### src/rtl/mul_unit.sv
// Iterative RV32M multiplier (mul/mulh/mulhsu/mulhu): radix-2 shift-add on operand magnitudes, then sign fix.
// Operands are captured on an accepted start; the edge 33 edges later moves the unit to DONE (34 edges counting the capture edge).
module mul_unit #(
    parameter int XLEN = 32
) (
    input  logic            clk,
    input  logic            rst,
    input  logic            mulstart,
    input  logic [1:0]      mulctl,
    input  logic [XLEN-1:0] rs1,
    input  logic [XLEN-1:0] rs2,
    input  logic            kill,
    output logic [XLEN-1:0] mulres,
    output logic            muldone,
    output logic            mulbusy
);
    localparam int CW = $clog2(XLEN);

    typedef enum logic [1:0] {IDLE, BUSY, FIX, DONE} state_t;

    state_t              state_q, state_d;
    logic [CW-1:0]       cnt_q, cnt_d;
    logic [1:0]          ctl_q, ctl_d;
    logic                neg_q, neg_d;
    logic [XLEN-1:0]     mcand_q, mcand_d;
    // Upper half accumulates partial sums; lower half holds the multiplier as it shifts out.
    logic [2*XLEN-1:0]   acc_q, acc_d;
    logic [XLEN-1:0]     mulres_q, mulres_d;

    logic                sign1, sign2;
    logic [XLEN-1:0]     mag1, mag2;
    logic [XLEN:0]       sum;
    logic [2*XLEN-1:0]   prod;

    always_comb begin
        state_d  = state_q;
        cnt_d    = cnt_q;
        ctl_d    = ctl_q;
        neg_d    = neg_q;
        mcand_d  = mcand_q;
        acc_d    = acc_q;
        mulres_d = mulres_q;

        sign1 = rs1[XLEN-1] & ((mulctl == 2'b01) | (mulctl == 2'b10));
        sign2 = rs2[XLEN-1] & (mulctl == 2'b01);
        mag1  = sign1 ? (~rs1 + 1'b1) : rs1;
        mag2  = sign2 ? (~rs2 + 1'b1) : rs2;

        sum  = {1'b0, acc_q[2*XLEN-1:XLEN]} + (acc_q[0] ? {1'b0, mcand_q} : '0);
        prod = neg_q ? (~acc_q + 1'b1) : acc_q;

        unique case (state_q)
            IDLE: begin
                if (mulstart && !kill) begin
                    ctl_d   = mulctl;
                    neg_d   = sign1 ^ sign2;
                    mcand_d = mag1;
                    acc_d   = {{XLEN{1'b0}}, mag2};
                    cnt_d   = CW'(XLEN - 1);
                    state_d = BUSY;
                end
            end
            BUSY: begin
                if (kill) begin
                    state_d = IDLE;
                end else begin
                    acc_d = {sum, acc_q[XLEN-1:1]};
                    if (cnt_q == '0) begin
                        state_d = FIX;
                    end else begin
                        cnt_d = cnt_q - 1'b1;
                    end
                end
            end
            FIX: begin
                if (kill) begin
                    state_d = IDLE;
                end else begin
                    acc_d    = prod;
                    mulres_d = (ctl_q == 2'b00) ? prod[XLEN-1:0] : prod[2*XLEN-1:XLEN];
                    state_d  = DONE;
                end
            end
            DONE: begin
                state_d = IDLE;
            end
            default: state_d = IDLE;
        endcase
    end

    always_ff @(posedge clk or posedge rst) begin
        if (rst) begin
            state_q  <= IDLE;
            cnt_q    <= '0;
            ctl_q    <= '0;
            neg_q    <= 1'b0;
            mcand_q  <= '0;
            acc_q    <= '0;
            mulres_q <= '0;
        end else begin
            state_q  <= state_d;
            cnt_q    <= cnt_d;
            ctl_q    <= ctl_d;
            neg_q    <= neg_d;
            mcand_q  <= mcand_d;
            acc_q    <= acc_d;
            mulres_q <= mulres_d;
        end
    end

    assign mulres  = mulres_q;
    assign muldone = (state_q == DONE);
    assign mulbusy = (state_q != IDLE);

endmodule

### config.mk
export PLATFORM = sky130hd
export DESIGN_NAME = mul_unit
export DESIGN_NICKNAME = d
export VERILOG_FILES = /design/src/rtl/mul_unit.sv
export SDC_FILE = /design/constraint.sdc
export NUM_CORES = 1
export LEC_CHECK = 0
export BUFFER_PORTS_ARGS = -buffer_cell sky130_fd_sc_hd__buf_2
export CORE_MARGIN = 2
export CORE_UTILIZATION = 61
export CTS_CLUSTER_SIZE = 40
export DETAILED_ROUTE_END_ITERATION = 16
export GPL_ROUTABILITY_DRIVEN = 0
export GPL_TIMING_DRIVEN = 0
export PLACE_DENSITY = 0.83
export SLEW_MARGIN = 10
export SYNTH_ARGS = -nofsm -noshare
export SYNTH_HDL_FRONTEND = slang
export SYNTH_SLANG_ARGS = --single-unit
export TNS_END_PERCENT = 10
### constraint.sdc
create_clock -name clk -period 5.4 [get_ports clk]
set_input_delay 0.27 -clock clk [delete_from_list [all_inputs] [get_ports clk]]
set_output_delay 0.27 -clock clk [all_outputs]
set_load 0.005 [all_outputs]
**Yosys cells after proc, flatten, opt, wreduce, memory -nomap -nowiden**

Cells that the tools add are included.

- Flip-flop bits (word level): 138
- Bits of input ports: 70
- Output and inout bits: 34
- Logic and storage cells: 61

- Bitwise logic cells: 8
- Equality and inequality tests: 10
- Reductions and logical operators: 13
- Mux-type cells: 18
- $add $sub $neg: 5

Operators by type and width:

| kind | count |
|---|---|
| $mux W64 | 4 |
| $pmux W64 S3 | 1 |
| $mux W32 | 4 |
| $add A32 B1 Y32 const B | 2 |
| $add A64 B1 Y64 const B | 1 |
| $not A32 Y32 | 2 |
| $not A64 Y64 | 1 |
| $add A32 B32 Y33 | 1 |
| $mux W5 | 3 |
| $pmux W5 S2 | 1 |
| $mux W2 | 4 |
| $ne A2 B2 Y1 const B | 4 |
| $pmux W2 S4 | 1 |
| $reduce_and A4 Y1 | 2 |
| $eq A2 B2 Y1 const B | 3 |
| $reduce_and A2 Y1 | 3 |
| $logic_not A5 Y1 | 1 |
| $sub A5 B1 Y5 const B | 1 |
| $eq A2 B1 Y1 const B | 2 |
| $logic_not A2 Y1 | 2 |
| $reduce_bool A2 Y1 | 2 |
| $ne A3 B3 Y1 const B | 1 |
| $reduce_bool A3 Y1 | 1 |
| $and A1 B1 Y1 | 2 |
| 5 further kinds | 5 |

**Depth between registers and ports, before layout**

- Depth after elaboration: 5
- Depth in mapped cells: 13
- Gate-level depth less buffers: 12

**Worst setup path after synthesis**

No wires, ideal clock.

- Path type: register -> register
- Start: register acc_q[0]
- End: register acc_q[62]
- Stages on the path, launching flop included: 12
- Arrival: 2.907 ns
- Setup time: 0.134 ns
- Period minus slack after synthesis: 3.041 ns
- Buffers on the path: 1
- Data required time: 5.266 ns
- Path slack: 2.359 ns
- Cells stage by stage: dfrtp_1 > clkbuf_1 > and2_1 > ha_1 > a2111oi_0 > o21ai_0 > a21oi_1 > o22ai_1 > a221o_1 > o41ai_1 > mux2i_1 > o21ai_0

- Cells in the longest elaborated chain, start to end: 5
- Elaborated cells between the ends (all ways): 8
- Those cells by class: add/sub: 2; mux: 5; bitwise: 1

Ends and longest elaborated chain:

| item | RTL line | source |
|---|---|---|
| start: declaration | 27 | `logic [2*XLEN-1:0] acc_q, acc_d;` |
| start signal: assignment | 98 | `acc_q <= '0;` |
| start signal: assignment | 106 | `acc_q <= acc_d;` |
| $not A64 Y64 | 50 | `prod = neg_q ? (~acc_q + 1'b1) : acc_q;` |
| $add A64 B1 Y64 | 50 |  |
| $mux W64 | 50 |  |
| $mux W64 | 76 | `if (kill) begin` |
| $pmux W64 S3 (*) | 52 | `unique case (state_q)` |

Mark *: on every way between the ends. The rest lies on a longest branch, timed or not. The select of a mux whose other input is x is not followed.
A chain may end at the register's enable or synchronous reset.

**Worst setup path in the final report**

Ends and elaborated chain as after synthesis.

==> results.toml <==
[logic_synthesis]
ys_types = 74
ys_top_cells_by_count = "nand2_1, o21ai_0, dfrtp_1"
synth_edf_count = 0
synthArstFlopShare = 1.000
ys.flop_type = "dfrtp_1"
synth_top_area_cell = "dfrtp_1"
yosys-top-cells-area = "dfrtp_1, o21ai_0, xnor2_1, xor2_1, nand2_1"
syn_area_per_cell_um2 = 8.158
yosysWarnings = 0
synth_area_mm2 = 0.01083
seq_area_frac_synth = 0.3187
syn_nets = 1441
synth.top_cell.area_share = 0.3187
synth-seq-cells = 138
yosysMostFrequentCell = "nand2_1"
synthCells = 1328

[place]
dpl_cell_area_mm2 = 0.01166
port_buffers = 103
place_hpwl_um = 26190
placedCellCount = 1657

[drt]
ant_nets = 0
drc = 0
vias = 11467
drt_iter0_markers = 1560
avgViaCountPerCell = 6.789
drt-wirelength-per-cell_um = 21.14
routed_wirelength_um = 35700
dr.pass1.iters = 6

[clock_tree]
cts_setup_buffers = 0
cts_buffer_depth = 2
cts_tree = "done"
cts_sinks = 138
htreeDepth = 4
path_clk_slew_ns = 0.06
numCtsBuffers = 17
clockRootBuffer = "clkbuf_16"
clock_latency_ns = 0.44

[timing]
finClkSkew_ns = 0.01008
fin_crit_sh = 0.7837
layout_min_cycle_time_ns = 4.232
rsz0062_at_grt = "false"
slew_violations = 0
hold_violations = 0
relSlewSlack = 0.3631
setup_violations = 0
timing.setup.tns_ns = 0
timing.fmax_mhz = 236.3
tightest_slew_ns = 0.9518

[final_layout]
layout-drive-gt1-share = 0.1086
multi_input_area_mm2 = 0.006965
nNetsFinal = 1565
antenna_cells = 0
fillers = 1368
instances_no_fill = 1689
final_area_mm2 = 0.01234
area_growth_pct = 13.89
layout.area.seq_mm2 = 0.003453

[pwr]
power_leakage_uw = 0.005318
p_per_area_mw_per_mm2 = 526.3
internal-power_uw = 3434
pwr-share-clk = 0.209
seqPwrFrac = 0.287
combPwrFrac = 0.505
ir_drop_v = 0.0003464
p_switching_uw = 3060
switching_share = 0.4712

[outcome]
status = "finished, final reports clean"

[min_path]
worstHoldPathType = "input port to register"
hold_path_depth = 2
min_to = "ctl_q[0]"
hold_start = "mulctl[0]"

[floorplan]
boundaryPins = 104
rows = 48
start_util = 0.6242
dieArea_mm2 = 0.01884
die_x_um = 137.3
coreArea_mm2 = 0.01736
die-height_um = 137.3

[critical_path]
critical_path_class = "register to register"
reg2reg_to = "acc_q[62]"
setup.worst_path.start_class = "register"
critPathArrivalTime_ns = 4.54
cp.required_ns = 5.70
r2r_slack_ns = 1.17
cp-end-kind = "register"
r2r_cells = 11
crit_path_max_fanout = 10
timing.rr.start = "acc_q[0]"

[grt]
grt.total_usage = 0.3860
antenna_found_initial = 0
first_global_vias = 10617
grt_pass1_wl_um = 55680
grt.overflow.total = 0
grt_max_degree = 85

[run]
cap_violations = 0
==> layout by cell type, fill, tap and decap left out, types with 10 or more instances in the layout <==
cell type / instances
or4_1: 14
a31oi_1: 15
o31ai_1: 30
nor4_1: 10
or3_1: 21
o221ai_1: 18
ha_1: 42
xor2_1: 69
o21ai_0: 144
dfrtp_1: 138
a21oi_1: 96
inv_1: 37
a221oi_1: 18
clkbuf_1: 72
xnor2_1: 78
nor2b_1: 14
nor2_1: 65
clkbuf_16: 17
nor3_1: 39
a21o_1: 14
nand2b_1: 10
buf_2: 105
and3_1: 10
o41ai_1: 12
o21a_1: 11
nand3_1: 25
nand2_1: 160
o22ai_1: 19
and2_1: 37
==> cell type report <==
cell class	instances	share of cell area
buffer	74	0.02271
clock buffer	23	0.03792
clock inverter	8	0.01541
inverter	38	0.01197
multi-input combinational	1078	0.5645
sequential	138	0.2799
tap	225	0.02281
timing repair buffer	105	0.04482
==> worst max-delay path: stages, from the launching register on <==
cell and delay, ns:
dfrtp_1 0.62, clkbuf_1 0.30, and2_1 0.17, ha_1 0.28, a2111oi_0 0.53, o21ai_0 0.26
a21oi_1 0.65, o22ai_1 0.14, a221o_1 0.41, o41ai_1 0.36, mux2i_1 0.27, o21ai_0 0.09
==> power by group through the flow <==
| stage | Combinational (uW) | Clock [uW] | Sequential (uW) |
|---|---|---|---|
| after floorplan | 2140 | 0 | 1720 |
| after global placement | 2990 | 0 | 1830 |
| after detailed placement | 3070 | 0 | 1840 |
| after CTS | 3120 | 1340 | 1830 |
| after global routing | 3500 | 1380 | 1900 |
| final | 3280 | 1360 | 1860 |
==> worst max path at each step <==
stage	endpoint	startpoint
floorplan	acc_q[0]	rst
global route	acc_q[62]	acc_q[0]
global placement	cnt_q[0]	rst
finish	acc_q[62]	acc_q[0]
detailed placement	acc_q[62]	acc_q[0]
CTS	acc_q[62]	acc_q[0]
==> cells by family after synthesis <==
kind of cell / count (synthesis) / synth area share
compound gates: 447 / 0.2661
simple gates: 436 / 0.2022
xor+xnor: 147 / 0.1188
flops: 138 / 0.3187
buf+inv: 112 / 0.03903
fa+ha+maj: 43 / 0.05035
mux: 5 / 0.004735
==> state kept, by name, summed over array words and instances (netlist names) <==
| signal | count |
|---|---|
| acc_q | 64 |
| mcand_q | 32 |
| mulres | 32 |
| cnt_q | 5 |
| ctl_q | 2 |
| state_q | 2 |
| neg_q | 1 |
==> repair_timing <==
item,CTS,global route
endpoints found under the hold margin,54,0
hold buffers,1,0
gates resized for setup,0,0
==> per-layer routing <==
| metal | wire length (um) | vias up | track usage | part of all wire |
|---|---|---|---|---|
| met1 | 14040 | 5380 | 0.5095 | 0.39 |
| met3 | 4411 | 170 | 0.1258 | 0.12 |
| met2 | 15570 | 795 | 0.5779 | 0.44 |
| met5 | 0 | - | 0 | 0 |
| met4 | 1677 | 0 | 0.1730 | 0.047 |
| li1 | - | 5122 | - | - |
==> through the flow <==
step	total power [uW]	setup slack (ns)	hold slack, ns	util
after floorplan	3868	1.434	0.4206	-
after global placement	4822	-0.2030	0.4501	0.6701
after detailed placement	4910	1.418	0.3460	0.6720
after CTS	6299	1.296	0.1193	0.7105
after global routing	6789	0.9895	0.1329	0.7109
final	6494	1.168	0.1201	0.7109
Power figures use the tool's default switching activity.
